[config.mk]
export PLATFORM = sky130hd
export DESIGN_NAME = atm_dispense_ctrl
export DESIGN_NICKNAME = d
export VERILOG_FILES = /design/src/rtl/atm_dispense_ctrl.sv
export SDC_FILE = /design/constraint.sdc
export NUM_CORES = 1
export LEC_CHECK = 0
export ABC_AREA = 1
export ABC_CLOCK_PERIOD_IN_PS = 12470
export CELL_PAD_IN_SITES_DETAIL_PLACEMENT = 1
export CELL_PAD_IN_SITES_GLOBAL_PLACEMENT = 1
export CORE_AREA = 2 2 112 195
export CTS_BUF_LIST = sky130_fd_sc_hd__clkbuf_16
export DETAILED_ROUTE_END_ITERATION = 8
export DIE_AREA = 0 0 114 197
export PLACE_DENSITY_LB_ADDON = 0.1
export SYNTH_ARGS = -nofsm -noshare
export SYNTH_HDL_FRONTEND = slang
export SYNTH_SLANG_ARGS = --single-unit
export TNS_END_PERCENT = 10
[constraint.sdc]
create_clock -name clk -period 12.47 [get_ports clk]
set_input_delay 3.1175 -clock clk [delete_from_list [all_inputs] [get_ports clk]]
set_output_delay 3.1175 -clock clk [all_outputs]
set_load 0.05 [all_outputs]
[src/rtl/atm_dispense_ctrl.sv]
// Cash-dispense controller: plans a greedy 100/50/20/10 note breakdown against tracked
// cassette counts, then feeds notes one at a time over a feed/ack handshake.
`timescale 1ns/1ps
module atm_dispense_ctrl #(
    parameter int unsigned AMT_W   = 14,
    parameter int unsigned CNT_W   = 8,
    parameter int unsigned TIMEOUT = 16
) (
    input  logic             clk,
    input  logic             rst_n,
    input  logic             req,
    input  logic [AMT_W-1:0] amount,
    input  logic             load,
    input  logic [1:0]       load_denom,
    input  logic [CNT_W-1:0] load_count,
    input  logic             feed_ack,
    output logic             feed,
    output logic [1:0]       denom_sel,
    output logic             busy,
    output logic             done,
    output logic             error,
    output logic [1:0]       err_code,
    output logic [AMT_W-1:0] dispensed,
    output logic [2:0]       state_display
);

    localparam int unsigned TMO_W = $clog2(TIMEOUT + 1);

    localparam logic [1:0] ErrNone    = 2'd0;
    localparam logic [1:0] ErrBadAmt  = 2'd1;
    localparam logic [1:0] ErrNoNotes = 2'd2;
    localparam logic [1:0] ErrJam     = 2'd3;

    typedef enum logic [2:0] {
        StIdle    = 3'd0,
        StCheck   = 3'd1,
        StPlan    = 3'd2,
        StNext    = 3'd3,
        StFeed    = 3'd4,
        StWaitAck = 3'd5,
        StDone    = 3'd6,
        StError   = 3'd7
    } state_e;

    state_e                  state_q, state_d;
    logic [AMT_W-1:0]        amount_q, amount_d;
    logic [AMT_W-1:0]        rem_q, rem_d;
    logic [AMT_W-1:0]        dispensed_q, dispensed_d;
    logic [1:0]              d_q, d_d;
    logic [1:0]              err_code_q, err_code_d;
    logic [TMO_W-1:0]        tmo_q, tmo_d;
    logic [3:0][CNT_W-1:0]   count_q, count_d;
    logic [3:0][CNT_W-1:0]   planned_q, planned_d;

    function automatic logic [AMT_W-1:0] denom_val(input logic [1:0] idx);
        logic [AMT_W-1:0] v;
        case (idx)
            2'd0:    v = AMT_W'(100);
            2'd1:    v = AMT_W'(50);
            2'd2:    v = AMT_W'(20);
            default: v = AMT_W'(10);
        endcase
        return v;
    endfunction

    always_comb begin
        state_d     = state_q;
        amount_d    = amount_q;
        rem_d       = rem_q;
        dispensed_d = dispensed_q;
        d_d         = d_q;
        err_code_d  = err_code_q;
        tmo_d       = tmo_q;
        count_d     = count_q;
        planned_d   = planned_q;

        unique case (state_q)
            StIdle: begin
                if (load) begin
                    count_d[load_denom] = load_count;
                end
                if (req) begin
                    amount_d    = amount;
                    dispensed_d = '0;
                    err_code_d  = ErrNone;
                    planned_d   = '0;
                    state_d     = StCheck;
                end
            end
            StCheck: begin
                if (amount_q == '0 || (amount_q % AMT_W'(10)) != '0) begin
                    err_code_d = ErrBadAmt;
                    state_d    = StError;
                end else begin
                    rem_d   = amount_q;
                    d_d     = 2'd0;
                    state_d = StPlan;
                end
            end
            StPlan: begin
                if (rem_q >= denom_val(d_q) && planned_q[d_q] < count_q[d_q]) begin
                    planned_d[d_q] = planned_q[d_q] + CNT_W'(1);
                    rem_d          = rem_q - denom_val(d_q);
                end else if (d_q != 2'd3) begin
                    d_d = d_q + 2'd1;
                end else if (rem_q == '0) begin
                    d_d     = 2'd0;
                    state_d = StNext;
                end else begin
                    err_code_d = ErrNoNotes;
                    state_d    = StError;
                end
            end
            StNext: begin
                if (planned_q[d_q] != '0) begin
                    state_d = StFeed;
                end else if (d_q != 2'd3) begin
                    d_d = d_q + 2'd1;
                end else begin
                    state_d = StDone;
                end
            end
            StFeed: begin
                tmo_d   = '0;
                state_d = StWaitAck;
            end
            StWaitAck: begin
                if (feed_ack) begin
                    // planned <= count holds from PLAN, so this cannot underflow
                    count_d[d_q]   = count_q[d_q] - CNT_W'(1);
                    planned_d[d_q] = planned_q[d_q] - CNT_W'(1);
                    dispensed_d    = dispensed_q + denom_val(d_q);
                    state_d        = StNext;
                end else if (tmo_q == TMO_W'(TIMEOUT - 1)) begin
                    err_code_d = ErrJam;
                    state_d    = StError;
                end else begin
                    tmo_d = tmo_q + TMO_W'(1);
                end
            end
            StDone:  state_d = StIdle;
            StError: state_d = StIdle;
        endcase
    end

    always_ff @(posedge clk or negedge rst_n) begin
        if (!rst_n) begin
            state_q <= StIdle;
        end else begin
            state_q <= state_d;
        end
    end

    always_ff @(posedge clk or negedge rst_n) begin
        if (!rst_n) begin
            amount_q    <= '0;
            rem_q       <= '0;
            dispensed_q <= '0;
            d_q         <= 2'd0;
            err_code_q  <= ErrNone;
            tmo_q       <= '0;
            count_q     <= '0;
            planned_q   <= '0;
        end else begin
            amount_q    <= amount_d;
            rem_q       <= rem_d;
            dispensed_q <= dispensed_d;
            d_q         <= d_d;
            err_code_q  <= err_code_d;
            tmo_q       <= tmo_d;
            count_q     <= count_d;
            planned_q   <= planned_d;
        end
    end

    assign feed          = (state_q == StFeed);
    assign denom_sel     = d_q;
    assign busy          = (state_q != StIdle);
    assign done          = (state_q == StDone);
    assign error         = (state_q == StError);
    assign err_code      = err_code_q;
    assign dispensed     = dispensed_q;
    assign state_display = state_q;

endmodule

==> flow_summary.html <==
<table>
<tr><th>Metric</th><th>Value</th></tr>
<tr><th colspan="2">Clocking</th></tr>
<tr><td>Library cell used as clock root buffer</td><td>clkbuf_16</td></tr>
<tr><td>Clock slew seen by the registers of the worst setup and hold paths</td><td>50 ps</td></tr>
<tr><td>Number of buffers created by CTS</td><td>17</td></tr>
<tr><td>CTS tree</td><td>built</td></tr>
<tr><td>Clock sinks</td><td>117</td></tr>
<tr><td>Cells resized by post-CTS repair</td><td>0</td></tr>
<tr><td>Later-pin clock latency in the skew report</td><td>around 440 ps</td></tr>
<tr><td>Post-CTS Hold Buffers</td><td>0</td></tr>
<tr><td>H-tree levels</td><td>4</td></tr>
<tr><td>Number of buffers inserted by post-CTS setup repair</td><td>0</td></tr>
<tr><td>Clk buf depth</td><td>2</td></tr>
<tr><th colspan="2">Yosys</th></tr>
<tr><td>Post-Synth XOR/XNOR Area</td><td>1.71%</td></tr>
<tr><td>Post-synth ARST share</td><td>100%</td></tr>
<tr><td>FF+latch count, synth</td><td>117</td></tr>
<tr><td>Gate count of the mapped netlist</td><td>about 1100</td></tr>
<tr><td>Post-synthesis compound-gate area fraction</td><td>between 20% and 30%</td></tr>
<tr><td>Number of synthesis warnings</td><td>0</td></tr>
<tr><td>Part of the Yosys area used for sequential elements</td><td>35.8%</td></tr>
<tr><td>Count of cell types in the netlist</td><td>49</td></tr>
<tr><td>Top post-synthesis cells by count</td><td>nand2_1 (259), inv_1 (156), dfrtp_1 (117), o21ai_0 (90), a21oi_1 (87)</td></tr>
<tr><td>Cell area after synthesis</td><td>8180 sq um</td></tr>
<tr><td>Syn Area/Cell</td><td>7.20 sq um</td></tr>
<tr><td>Largest family of logic cells by synthesized area</td><td>simple AND/OR/NAND/NOR gates</td></tr>
<tr><td>Proportion of synthesized area in mux cells</td><td>0%</td></tr>
<tr><td>Adder-cell area share of the yosys netlist</td><td>4.92%</td></tr>
<tr><td>Simple-gate area share of the yosys netlist</td><td>26.9%</td></tr>
<tr><td>Ys flop type</td><td>dfrtp_1</td></tr>
<tr><td>Synthesized Nets</td><td>~1200</td></tr>
<tr><td>EDFF count, synth</td><td>0</td></tr>
<tr><td>Biggest area consumer among synthesized cells</td><td>dfrtp_1</td></tr>
<tr><td>Synth top area share</td><td>35.8%</td></tr>
<tr><td>Most numerous cell in the Yosys netlist</td><td>nand2_1</td></tr>
<tr><td>Main area contributors after synthesis</td><td>dfrtp_1 (36%), nand2_1 (12%), inv_1 (7.2%), o21ai_0 (5.5%), a21oi_1 (5.3%)</td></tr>
<tr><th colspan="2">STA</th></tr>
<tr><td>Share of the clock period used by the worst path</td><td>around 45%</td></tr>
<tr><td>Final critical path time including I/O delays and setup</td><td>5590 ps</td></tr>
<tr><td>Final count of hold timing violations</td><td>0</td></tr>
<tr><td>Final slew viol count</td><td>0</td></tr>
<tr><td>RSZ-0062 raised after global routing</td><td>false</td></tr>
<tr><td>Slew of the pin with the lowest slew margin</td><td>1010 ps</td></tr>
<tr><td>Fmax achieved</td><td>between 150 and 200 MHz</td></tr>
<tr><td>Remaining max-slew budget at the tightest pin</td><td>around a third</td></tr>
<tr><td># setup viols final</td><td>0</td></tr>
<tr><td>Post-Route Skew</td><td>8.36 ps</td></tr>
<tr><td>Final sum of negative setup slack</td><td>0 ps</td></tr>
<tr><th colspan="2">Global route</th></tr>
<tr><td>Overall track demand over capacity in global routing</td><td>around 26%</td></tr>
<tr><td>Maximum number of pins on one net before global-route repair</td><td>between 70 and 80</td></tr>
<tr><td>Via count of the first global-routing pass</td><td>8781</td></tr>
<tr><td>Overall overflow remaining after global route</td><td>0</td></tr>
<tr><td>Initial antenna violation count</td><td>0</td></tr>
<tr><td>First-pass GRT wire length</td><td>45500 um</td></tr>
<tr><th colspan="2">Placement</th></tr>
<tr><td>Final RePlAce weighted congestion</td><td>0.838</td></tr>
<tr><td>Count of port buffers added during placement</td><td>52</td></tr>
<tr><td>Post-DP HPWL</td><td>20600 um</td></tr>
<tr><th colspan="2">Floorplan</th></tr>
<tr><td>IO Pins</td><td>54</td></tr>
<tr><td>Effective utilization at floorplan</td><td>between 30% and 40%</td></tr>
<tr><td>Die Width</td><td>roughly 110 um</td></tr>
<tr><td>Site row count</td><td>70</td></tr>
<tr><td>Die height</td><td>197 um</td></tr>
<tr><td>Total die area</td><td>roughly 22000 sq um</td></tr>
<tr><td>CORE AREA</td><td>between 20000 and 25000 sq um</td></tr>
<tr><th colspan="2">Setup path</th></tr>
<tr><td>Kind of cell with the highest combined delay on the critical path</td><td>buffers and inverters</td></tr>
<tr><td>Arrival time at the worst endpoint</td><td>2470 ps</td></tr>
<tr><td>Start-to-end type of the worst setup path</td><td>register to output pin</td></tr>
<tr><td>Worst R2R Start</td><td>denom_sel[1]$_DFFE_PN0P_</td></tr>
<tr><td>Startpoint types</td><td>register</td></tr>
<tr><td>Maximum fanout along the worst path</td><td>6</td></tr>
<tr><td>Worst setup path startpoint</td><td>state_display[0]$_DFFE_PN0P_</td></tr>
<tr><td>CP max stage cell</td><td>clkdlybuf4s50_1</td></tr>
<tr><td>Buffers plus inverters on the worst setup path</td><td>2</td></tr>
<tr><td>Cells traversed along the worst timing path</td><td>nor2_1 -&gt; inv_1 -&gt; nor2_1 -&gt; clkdlybuf4s50_1</td></tr>
<tr><td>Max stage delay on crit path</td><td>910 ps</td></tr>
<tr><td>Data required time of the critical path</td><td>9350 ps</td></tr>
<tr><td>Most numerous cell on the critical path</td><td>nor2_1</td></tr>
<tr><td>Endpoint kind of the worst setup timing path</td><td>output pin</td></tr>
<tr><th colspan="2">Route</th></tr>
<tr><td>Drt total wl</td><td>27600 um</td></tr>
<tr><td>Detailed-route wire length per cell</td><td>19.0 um</td></tr>
<tr><td>Total vias in the final route</td><td>8024</td></tr>
<tr><td>Number of detailed-routing iterations run before antenna repair</td><td>5</td></tr>
<tr><td>Avg Vias per Cell</td><td>5.53</td></tr>
<tr><td>Iteration-0 DRC Markers</td><td>302</td></tr>
<tr><td>Final routed DRC violation total</td><td>0</td></tr>
<tr><td>Residual antenna-violating net count after detailed routing</td><td>0</td></tr>
<tr><th colspan="2">Cells and area</th></tr>
<tr><td>Final nets</td><td>about 1200</td></tr>
<tr><td>Layout cells sized above 1</td><td>9.17%</td></tr>
<tr><td>Antenna diode count</td><td>0</td></tr>
<tr><td>Synthesis-to-layout area growth</td><td>17.1%</td></tr>
<tr><th colspan="2">Min path</th></tr>
<tr><td>Startpoint of the tightest hold check path</td><td>err_code[0]$_DFFE_PN0P_</td></tr>
<tr><td>Hold Crit Class</td><td>register to register</td></tr>
<tr><th colspan="2">Job</th></tr>
<tr><td>Max-cap violations</td><td>0</td></tr>
<tr><th colspan="2">Run status</th></tr>
<tr><td>Outcome</td><td>completed</td></tr>
</table>
-- kinds of logic (layout without fill, tap and decap cells) --
logic type / after synthesis / count (layout)
AOI/OAI and AO/OA: 283 / 283
xor gates and xnor gates: 16 / 16
adders and majority gates: 31 / 31
buffers and inverters: 200 / 263
DFF: 117 / 117
other: 1 / 1
and+or+nand+nor: 489 / 489
-- final timing paths --
path / slack (ps) / end / depth (start not counted)
hold reg to reg: 470 / err_code[0]$_DFFE_PN0P_ / 2
setup / recovery: 6880 / feed / 4
max in group asynchronous: 8300 / tmo_q[2]$_DFFE_PN0P_ / 2
min in group asynchronous: 2700 / planned_q[12]$_DFFE_PN0P_ / 1
hold / removal: 470 / err_code[0]$_DFFE_PN0P_ / 2
setup reg to reg: 6940 / planned_q[11]$_DFFE_PN0P_ / 21
-- area by class of cell --
cell class                      instances  area, sq um
Multi-Input combinational cell        820         4480
Fill cell                            2645        11300
Timing Repair Buffer                   59          571
Inverter                              172          646
Clock buffer                           17          425
Tap cell                              252          315
Clock inverter                         15          218
Sequential cell                       117         2930
-- registers in the layout (all words and copies together), names as in the netlist --
| register | count |
|---|---|
| count_q | 32 |
| planned_q | 32 |
| amount_q | 14 |
| rem_q | 14 |
| dispensed | 13 |
| tmo_q | 5 |
| state_display | 3 |
| denom_sel | 2 |
| err_code | 2 |
-- worst min-delay path, stage by stage (launching register included) --
cell and delay, ps:
dfrtp_1 340, nand2_1 50, nand2_1 50
-- cells in the final DEF (no fill, tap or decap), types with 3 or more instances in the layout --
cell type,netlist,final
inv_2,12,12
a21boi_0,14,14
nor4_1,6,6
inv_1,156,158
ha_1,29,29
a22oi_1,15,15
nor2_1,72,71
o21ai_1,4,4
o211ai_1,7,7
nand3_2,10,10
a21oi_1,87,87
a32oi_1,19,19
clkdlybuf4s50_1,0,51
o31ai_1,3,3
o2111ai_1,4,4
o21ai_0,90,90
xnor2_1,5,5
nor3_1,12,12
clkinv_1,4,8
dfrtp_1,117,117
buf_4,1,8
bufinv_16,0,6
nand2_2,35,35
nand4_1,28,28
o21ai_2,12,12
clkbuf_16,0,17
a2bb2oi_1,14,14
xor2_1,11,11
nand2_1,259,259
nand2_4,3,3
clkinv_2,0,3
nand3_1,58,58
o22ai_1,4,4
-- metrics by stage --
stage	util (%)	hold slack, ps	area, sq um	instances	setup WS, ps
after detailed placement	42.9	472	8930	1420	6700
final	45.9	473	9580	1452	6880
after global placement	42.9	466	8930	1420	6810
after global routing	45.9	525	9580	1452	6360
after CTS	45.9	483	9580	1452	6860
after floorplan	-	448	8180	1137	7390
-- layer usage --
| metal | part of all wire, % | vias to the layer above | global-route usage (%) |
|---|---|---|---|
| met3 | 2.5 | 66 | 3.32 |
| met5 | 0 | - | 0 |
| met1 | 37 | 3924 | 26.3 |
| met2 | 57 | 135 | 50.9 |
| li1 | - | 3899 | - |
| met4 | 3.7 | 0 | 12.3 |
Power is left out: the tool's default activity adds up to more than one toggle a clock period on the data nets, which glitch-free logic cannot reach.
